==> config.mk <==
export PLATFORM = sky130hd
export DESIGN_NAME = fxp_matmul_engine
export DESIGN_NICKNAME = d
export VERILOG_FILES = /design/src/rtl/fxp_matmul_pkg.sv /design/src/rtl/fxp_mac.sv /design/src/rtl/fxp_matmul_engine.sv
export SDC_FILE = /design/constraint.sdc
export NUM_CORES = 1
export LEC_CHECK = 0
export ABC_CLOCK_PERIOD_IN_PS = 16450
export CAP_MARGIN = 10
export CORE_ASPECT_RATIO = 0.6
export CORE_UTILIZATION = 50
export CTS_CLUSTER_DIAMETER = 100
export DETAILED_ROUTE_END_ITERATION = 6
export PLACE_DENSITY = 0.62
export SYNTH_ARGS = -nofsm -noshare
export SYNTH_HDL_FRONTEND = slang
export SYNTH_HIERARCHICAL = 1
export SYNTH_SLANG_ARGS = --single-unit
==> constraint.sdc <==
create_clock -name clk -period 16.45 [get_ports clk]
set_input_delay 2.4675 -clock clk [delete_from_list [all_inputs] [get_ports clk]]
set_output_delay 2.4675 -clock clk [all_outputs]
set_load 0.005 [all_outputs]
==> src/rtl/fxp_matmul_pkg.sv <==
// Shared types and elaboration-time helpers for the fixed-point matrix multiplier.
// Optional saturation is selected by defining FXP_MATMUL_SAT_EN.
package fxp_matmul_pkg;

    typedef enum logic [1:0] {StLoad, StCompute, StOut} state_e;

    function automatic int clog2(input int v);
        int r;
        r = 0;
        while ((1 << r) < v) r++;
        return r;
    endfunction

    // Wide enough that DIM full-precision products can never wrap.
    function automatic int acc_width(input int width, input int dim);
        return 2 * width + clog2(dim);
    endfunction

    function automatic longint sat_max(input int width);
        return (64'sd1 <<< (width - 1)) - 64'sd1;
    endfunction

    function automatic longint sat_min(input int width);
        return -(64'sd1 <<< (width - 1));
    endfunction

endpackage

==> src/rtl/fxp_mac.sv <==
// Signed multiply-accumulate with clear, plus Q-format shift and range check of the next sum.
// Defining FXP_MATMUL_SAT_EN clamps out-of-range results instead of wrapping.
module fxp_mac
    import fxp_matmul_pkg::*;
#(
    parameter int DIM   = 4,
    parameter int WIDTH = 16,
    parameter int QBITS = 8
) (
    input  logic                    clk,
    input  logic                    reset,
    input  logic                    en,
    input  logic                    clr,
    input  logic signed [WIDTH-1:0] a,
    input  logic signed [WIDTH-1:0] b,
    output logic        [WIDTH-1:0] res,
    output logic                    ovf
);
    localparam int ACCW = acc_width(WIDTH, DIM);

    logic signed [2*WIDTH-1:0] prod;
    logic signed [ACCW-1:0]    acc_q;
    logic signed [ACCW-1:0]    acc_sum;
    logic signed [ACCW-1:0]    shifted;
    logic [ACCW-WIDTH:0]       hi;

    always_comb begin
        prod    = a * b;
        acc_sum = (clr ? '0 : acc_q) + {{(ACCW - 2 * WIDTH){prod[2*WIDTH-1]}}, prod};
        shifted = acc_sum >>> QBITS;
        hi      = shifted[ACCW-1:WIDTH-1];
        // In range only when every bit above the sign position matches the sign.
        ovf     = !((&hi) || !(|hi));
    end

`ifdef FXP_MATMUL_SAT_EN
    localparam logic [WIDTH-1:0] SAT_MAX = WIDTH'(sat_max(WIDTH));
    localparam logic [WIDTH-1:0] SAT_MIN = WIDTH'(sat_min(WIDTH));

    always_comb begin
        res = shifted[WIDTH-1:0];
        if (ovf) res = shifted[ACCW-1] ? SAT_MIN : SAT_MAX;
    end
`else
    always_comb begin
        res = shifted[WIDTH-1:0];
    end
`endif

    always_ff @(posedge clk or posedge reset) begin
        if (reset) acc_q <= '0;
        else if (en) acc_q <= acc_sum;
    end

endmodule

==> src/rtl/fxp_matmul_engine.sv <==
// Time-multiplexed signed fixed-point DIMxDIM matrix multiplier with valid/ready streams.
// Define FXP_MATMUL_SAT_EN to saturate out-of-range results (default wraps).
module fxp_matmul_engine
    import fxp_matmul_pkg::*;
#(
    parameter int DIM   = 4,
    parameter int WIDTH = 16,
    parameter int QBITS = 8
) (
    input  logic             clk,
    input  logic             reset,
    input  logic             in_valid,
    output logic             in_ready,
    input  logic [WIDTH-1:0] in_data,
    output logic             out_valid,
    input  logic             out_ready,
    output logic [WIDTH-1:0] out_data,
    output logic             out_ovf,
    output logic             out_last,
    output logic             busy
);
    localparam int NN = DIM * DIM;
    localparam int IW = clog2(DIM);
    localparam int AW = clog2(NN);
    localparam int WW = clog2(2 * NN);

    state_e           state;
    logic [WW-1:0]    wcnt;
    logic [IW-1:0]    i, j, k;
    logic [WIDTH-1:0] a_mem [NN];
    logic [WIDTH-1:0] b_mem [NN];
    logic [AW-1:0]    a_idx, b_idx;
    logic [WIDTH-1:0] mac_res;
    logic             mac_ovf;
    logic             in_hs, last_elem;

    assign in_hs     = (state == StLoad) && in_valid && in_ready;
    assign last_elem = (i == IW'(DIM - 1)) && (j == IW'(DIM - 1));
    assign a_idx     = AW'(int'(i) * DIM + int'(k));
    assign b_idx     = AW'(int'(k) * DIM + int'(j));

    always_ff @(posedge clk) begin
        if (in_hs) begin
            if (wcnt < WW'(NN)) a_mem[wcnt[AW-1:0]] <= in_data;
            else b_mem[AW'(wcnt - WW'(NN))] <= in_data;
        end
    end

    fxp_mac #(
        .DIM   (DIM),
        .WIDTH (WIDTH),
        .QBITS (QBITS)
    ) u_mac (
        .clk   (clk),
        .reset (reset),
        .en    (state == StCompute),
        .clr   (k == '0),
        .a     (a_mem[a_idx]),
        .b     (b_mem[b_idx]),
        .res   (mac_res),
        .ovf   (mac_ovf)
    );

    always_ff @(posedge clk or posedge reset) begin
        if (reset) begin
            state     <= StLoad;
            wcnt      <= '0;
            i         <= '0;
            j         <= '0;
            k         <= '0;
            in_ready  <= 1'b0;
            out_valid <= 1'b0;
            out_data  <= '0;
            out_ovf   <= 1'b0;
            out_last  <= 1'b0;
            busy      <= 1'b0;
        end else begin
            unique case (state)
                StLoad: begin
                    in_ready <= 1'b1;
                    if (in_hs) begin
                        if (wcnt == WW'(2 * NN - 1)) begin
                            wcnt     <= '0;
                            i        <= '0;
                            j        <= '0;
                            k        <= '0;
                            in_ready <= 1'b0;
                            busy     <= 1'b1;
                            state    <= StCompute;
                        end else begin
                            wcnt <= wcnt + 1'b1;
                        end
                    end
                end
                StCompute: begin
                    if (k == IW'(DIM - 1)) begin
                        // MAC output already includes this cycle's product.
                        k         <= '0;
                        out_valid <= 1'b1;
                        out_data  <= mac_res;
                        out_ovf   <= mac_ovf;
                        out_last  <= last_elem;
                        state     <= StOut;
                    end else begin
                        k <= k + 1'b1;
                    end
                end
                StOut: begin
                    if (out_ready) begin
                        out_valid <= 1'b0;
                        out_last  <= 1'b0;
                        if (last_elem) begin
                            i        <= '0;
                            j        <= '0;
                            busy     <= 1'b0;
                            in_ready <= 1'b1;
                            state    <= StLoad;
                        end else begin
                            if (j == IW'(DIM - 1)) begin
                                j <= '0;
                                i <= i + 1'b1;
                            end else begin
                                j <= j + 1'b1;
                            end
                            state <= StCompute;
                        end
                    end
                end
                default: state <= StLoad;
            endcase
        end
    end

endmodule

==> results.ini, run 1 <==
[min_path]
min_to=u_mac/acc_q[25]
holdPathStages=1
min_from=u_mac/acc_q[25]
hp-class=reg2reg

[route]
dr.pass1.iters=5
avgRoutedWirePerCell_um=22.8
totalWireLength_mm=78.2
antenna_left=0
vias_per_cell=5.75
vias=19700
drt-initial-drc-count=1896
drc=0

[clock_tree]
clock_latency_ps=630
post-cts-setup-buffers=0
cts_hold_buf=0
cts_buffers=52
clk_pin_slew_worst_paths_ps=70
cts_sinks=580
htree_levels=2
cts_root_buf=clkbuf_16
cts_tree=yes
cts_buffer_depth=3
cts_resized=0

[worst_setup_path]
r2r_start=k[0]
path_max_fanout=45
r2r_end=out_ovf
arrival_ps=13550
critPathMostFrequentCell=fa_1
cp_slowest_cell=a2111oi_0
cpPeakStageDelay_ps=940
endpoint_kind=flop
required_ps=16950
worstSetupPathType=reg2reg
setup.worst_path.start=k[0]
rrSetupSlack_ps=3390
worstRegToRegCells=37
cp-start-kind=flop

[yosys]
yosysWarnings=6
ys_types=73
syn_area_um2=34200
synth_seq_cells=580
synthCells=2437
syn_nets=2844
synthArstFlopShare_pct=11.7
synth.avg_cell_area_um2=14.0
synth_area_leaders=edfxtp_1 (45%), fa_1 (15%), mux4_2 (8.4%), dfrtp_1 (5.0%), ha_1 (4.5%)
ys.flop_type=edfxtp_1
yosysTopAreaCellShare_pct=45.0
synth_area_leader_cell=edfxtp_1
ys_seq_area_share_pct=50.0
synth_edf_count=512

[final_layout]
fin_nets=2893
final_area_um2=37400
layout_commonest_cell=edfxtp_1
synthToLayoutAreaGrowth_pct=9.34
final_cell_mix=edfxtp_1 (512), inv_1 (311), fa_1 (263), nand2_1 (198), mux4_2 (128)
final_util_pct=55.9
diodes=0
final_layout_size_suffix_gt1_share_pct=13.1
stdcell_count=3426

[placement]
gp_congestion=0.833
numPlacedInstances=3328
hpwl_mm=55.8
place_area_um2=35600
numPortBuffers=40

[global_route]
grt_max_degree=67
grt_pass1_wl_mm=123
grt_antenna_before_repair=1
grt_overflow=0
grt_use_total_pct=23.5
grt_pass1_vias=20300

[floorplanning]
die-area_um2=69400
ios=41
die_h_um=205
rows=73
core_um2=66900
fp.dieW_um=340
start_util_pct=51.1

[timing]
fin_tns_setup_ps=0
hold_viol_final=0
fin_skew_ps=20.2
fin_crit_sh_pct=79.4
grt_setup_unrepaired=false
tightestPinTransition_ps=1220
slew_headroom_pct=18.6
final.min_clock_period_ps=13060
fmax_ghz=0.0766
drv_slew=0
setup_viol_count_final=0

[status]
outcome=complete, no violations

[job]
maxCapViolations=0

layer usage:
| metal | global-route usage, % | up-vias | routed length [µm] |
|---|---|---|---|
| met5 | 0 | - | 0 |
| met4 | 3.76 | 0 | 947 |
| met3 | 5.22 | 64 | 7010 |
| met2 | 32.1 | 715 | 31600 |
| met1 | 38.6 | 10300 | 38600 |
| li1 | - | 8673 | - |
worst max-delay path: cells and delay by family, from the launching register on:
kind	cells	cell delay [ps]
AO/OA/AOI/OAI	12	3860
adder cells (fa/ha/maj)	8	3750
AND/OR/NAND/NOR	8	2390
multiplexers	3	1030
buffers and inverters	5	970
flip-flops	1	750
XOR/XNOR	1	140
logic make-up (layout without fill, tap and decap cells):
| family | count (synthesis) | after routing | share of synthesized area [%] |
|---|---|---|---|
| and+or+nand+nor | 538 | 538 | 7.77 |
| muxes | 178 | 178 | 10.1 |
| adders and majority gates | 387 | 387 | 19.9 |
| DFF | 580 | 580 | 50.0 |
| AOI/OAI and AO/OA | 277 | 277 | 5.64 |
| xor gates and xnor gates | 59 | 59 | 1.55 |
| buffers and inverters | 418 | 507 | 5.06 |
synthesized netlist by cell type, types with 42 or more instances:
master / number
edfxtp_1: 512
inv_1: 311
fa_1: 263
nand2_1: 198
mux4_2: 128
ha_1: 124
and2_1: 117
nor2_1: 79
dfrtp_1: 68
a22oi_1: 63
clkbuf_1: 55
a21oi_1: 52
mux2_2: 45
o21ai_0: 45
xnor2_1: 43
nor2b_1: 42
state kept, by name (all words and copies together) (netlist names):
register / flops
a_mem: 256
b_mem: 256
u_mac/acc_q: 34
out_data: 16
wcnt: 5
i: 2
j: 2
k: 2
state: 2
busy: 1
in_ready: 1
out_last: 1
out_ovf: 1
out_valid: 1
worst max path at each step:
stage	endpoint	slack [ps]	cells after the start
2_1_floorplan	out_ovf	6770	40
3_3_place_gp	out_ovf	4060	37
3_5_place_dp	out_ovf	3660	37
4_1_cts	out_ovf	3610	37
5_1_grt	out_ovf	2570	37
6_report	out_ovf	3390	37
stage by stage:
| step | setup WS [ps] | hold WS (ps) |
|---|---|---|
| after global routing | 2570 | 510 |
| after floorplan | 6770 | 469 |
| after CTS | 3610 | 504 |
| after global placement | 4060 | 482 |
| final | 3390 | 501 |
| after detailed placement | 3660 | 489 |
cell type report:
cell class	instances	area, µm²
inverters	313	1170
fillers	5395	29500
clock buffers	65	1350
flip-flops and latches	580	17100
repair buffers	100	916
clock inverters	29	310
multi-input cells	1439	15400
well taps	900	1130
Power of run 1 is not shown: default switching activity piles up to over one toggle a cycle in this logic, so the estimate is an artifact.
==> inputs of run 2 (changes only) <==
Settings changed: ABC_CLOCK_PERIOD_IN_PS 16450 to 12570.
Clock period 16.45 ns to 12.57 ns, I/O delays scaled along.
==> run 2 against run 1 <==
- utilization is 0.40 points higher
- setup slack got worse by 2700 ps
- first-iteration DRC count fell by 12%
- cell count up 0.61%
- die area unchanged
- critical path depth increased by 1
- via count grew 0.13%
- count of clock-buffer cells in the layout down 1
- final area is 0.72% higher
- clock skew increased by 14 ps
- register-to-register slack worse by 2700 ps
==> results.ini, run 2 (same netlist as run 1, synthesis figures left out) <==
[final_layout]
final_cell_mix=edfxtp_1 (512), inv_1 (311), fa_1 (263), nand2_1 (198), mux4_2 (128)
fin_nets=2910
stdcell_count=3447
diodes=0
synthToLayoutAreaGrowth_pct=10.1
final_layout_size_suffix_gt1_share_pct=13.8
layout_commonest_cell=edfxtp_1
final_area_um2=37600

[clock_tree]
htree_levels=2
cts_buffer_depth=3
cts_hold_buf=0
clock_latency_ps=640
cts_root_buf=clkbuf_16
clk_pin_slew_worst_paths_ps=70
cts_buffers=53
post-cts-setup-buffers=0
cts_tree=yes
cts_sinks=580
cts_resized=0

[route]
avgRoutedWirePerCell_um=22.4
totalWireLength_mm=77.3
antenna_left=0
vias_per_cell=5.73
vias=19700
dr.pass1.iters=5
drt-initial-drc-count=1677
drc=0

[timing]
setup_viol_count_final=0
fin_tns_setup_ps=0
final.min_clock_period_ps=11830
tightestPinTransition_ps=1200
fin_crit_sh_pct=94.1
grt_setup_unrepaired=false
fin_skew_ps=34.0
slew_headroom_pct=19.8
fmax_ghz=0.0845
drv_slew=0
hold_viol_final=0
layout_setup_ws_ps=739

[worst_setup_path]
cp_top_family=adder cells
endpoint_kind=flop
cp-start-kind=flop
cp_slowest_cell=dfrtp_4
cp.depth=38
critPathMostFrequentCell=fa_1
timing.critical_path.buf_inv=5
required_ps=13090
arrival_ps=12360
worstSetupPathType=reg2reg
path_max_fanout=38
worstRegToRegCells=38
cpPeakStageDelay_ps=920

[placement]
gp_congestion=0.886
numPlacedInstances=3344
place_area_um2=35800
numPortBuffers=40
place_ws_ps=646
hpwl_mm=56.3

[global_route]
grt_pass1_vias=20400
grt_max_degree=43
grt_antenna_before_repair=0
grt_overflow=0
grt_pass1_wl_mm=122
grt_use_total_pct=23.3

[min_path]
holdPathStages=1
hp-class=reg2reg

[floorplanning]
die-area_um2=69400
fp.dieW_um=340
die_h_um=205
ios=41
core_um2=66900
start_util_pct=51.1
rows=73

[status]
outcome=complete, no violations

[job]
maxCapViolations=0

[run 2: cell type report]
type                       count  area, µm²
fill                        5367      29200
clock inverter                35        404
clock buffer                  64       1390
inverter                     313       1170
sequential                   580      17100
timing repair buffer         116       1060
multi-input combinational   1439      15400
tap                          900       1130
[run 2: metrics by stage]
| stage | util, % | hold WS, ps |
|---|---|---|
| 3_3_place_gp | 53.5 | 483 |
| 2_1_floorplan | - | 469 |
| 5_1_grt | 56.3 | 510 |
| 3_5_place_dp | 53.5 | 487 |
| 6_report | 56.3 | 499 |
| 4_1_cts | 56.2 | 501 |
[run 2: worst paths after layout]
check / startpoint / endpoint / slack (ps)
setup / recovery: j[0] / out_ovf / 740
hold / removal: u_mac/acc_q[19] / u_mac/acc_q[19] / 500
setup reg to reg: j[0] / out_ovf / 740
hold reg to reg: u_mac/acc_q[19] / u_mac/acc_q[19] / 500
max in group asynchronous: reset / j[0] / 10430
min in group asynchronous: reset / out_ovf / 1710
[run 2: routing by layer]
| metal | vias up | share of wire, % | global-route usage (%) |
|---|---|---|---|
| met5 | - | 0.091 | 0.764 |
| met4 | 2 | 1.2 | 3.84 |
| met3 | 64 | 8.5 | 4.25 |
| met2 | 705 | 40 | 31.5 |
| met1 | 10300 | 50 | 39.1 |
| li1 | 8709 | - | - |
Power of run 2 is left out for the same reason.
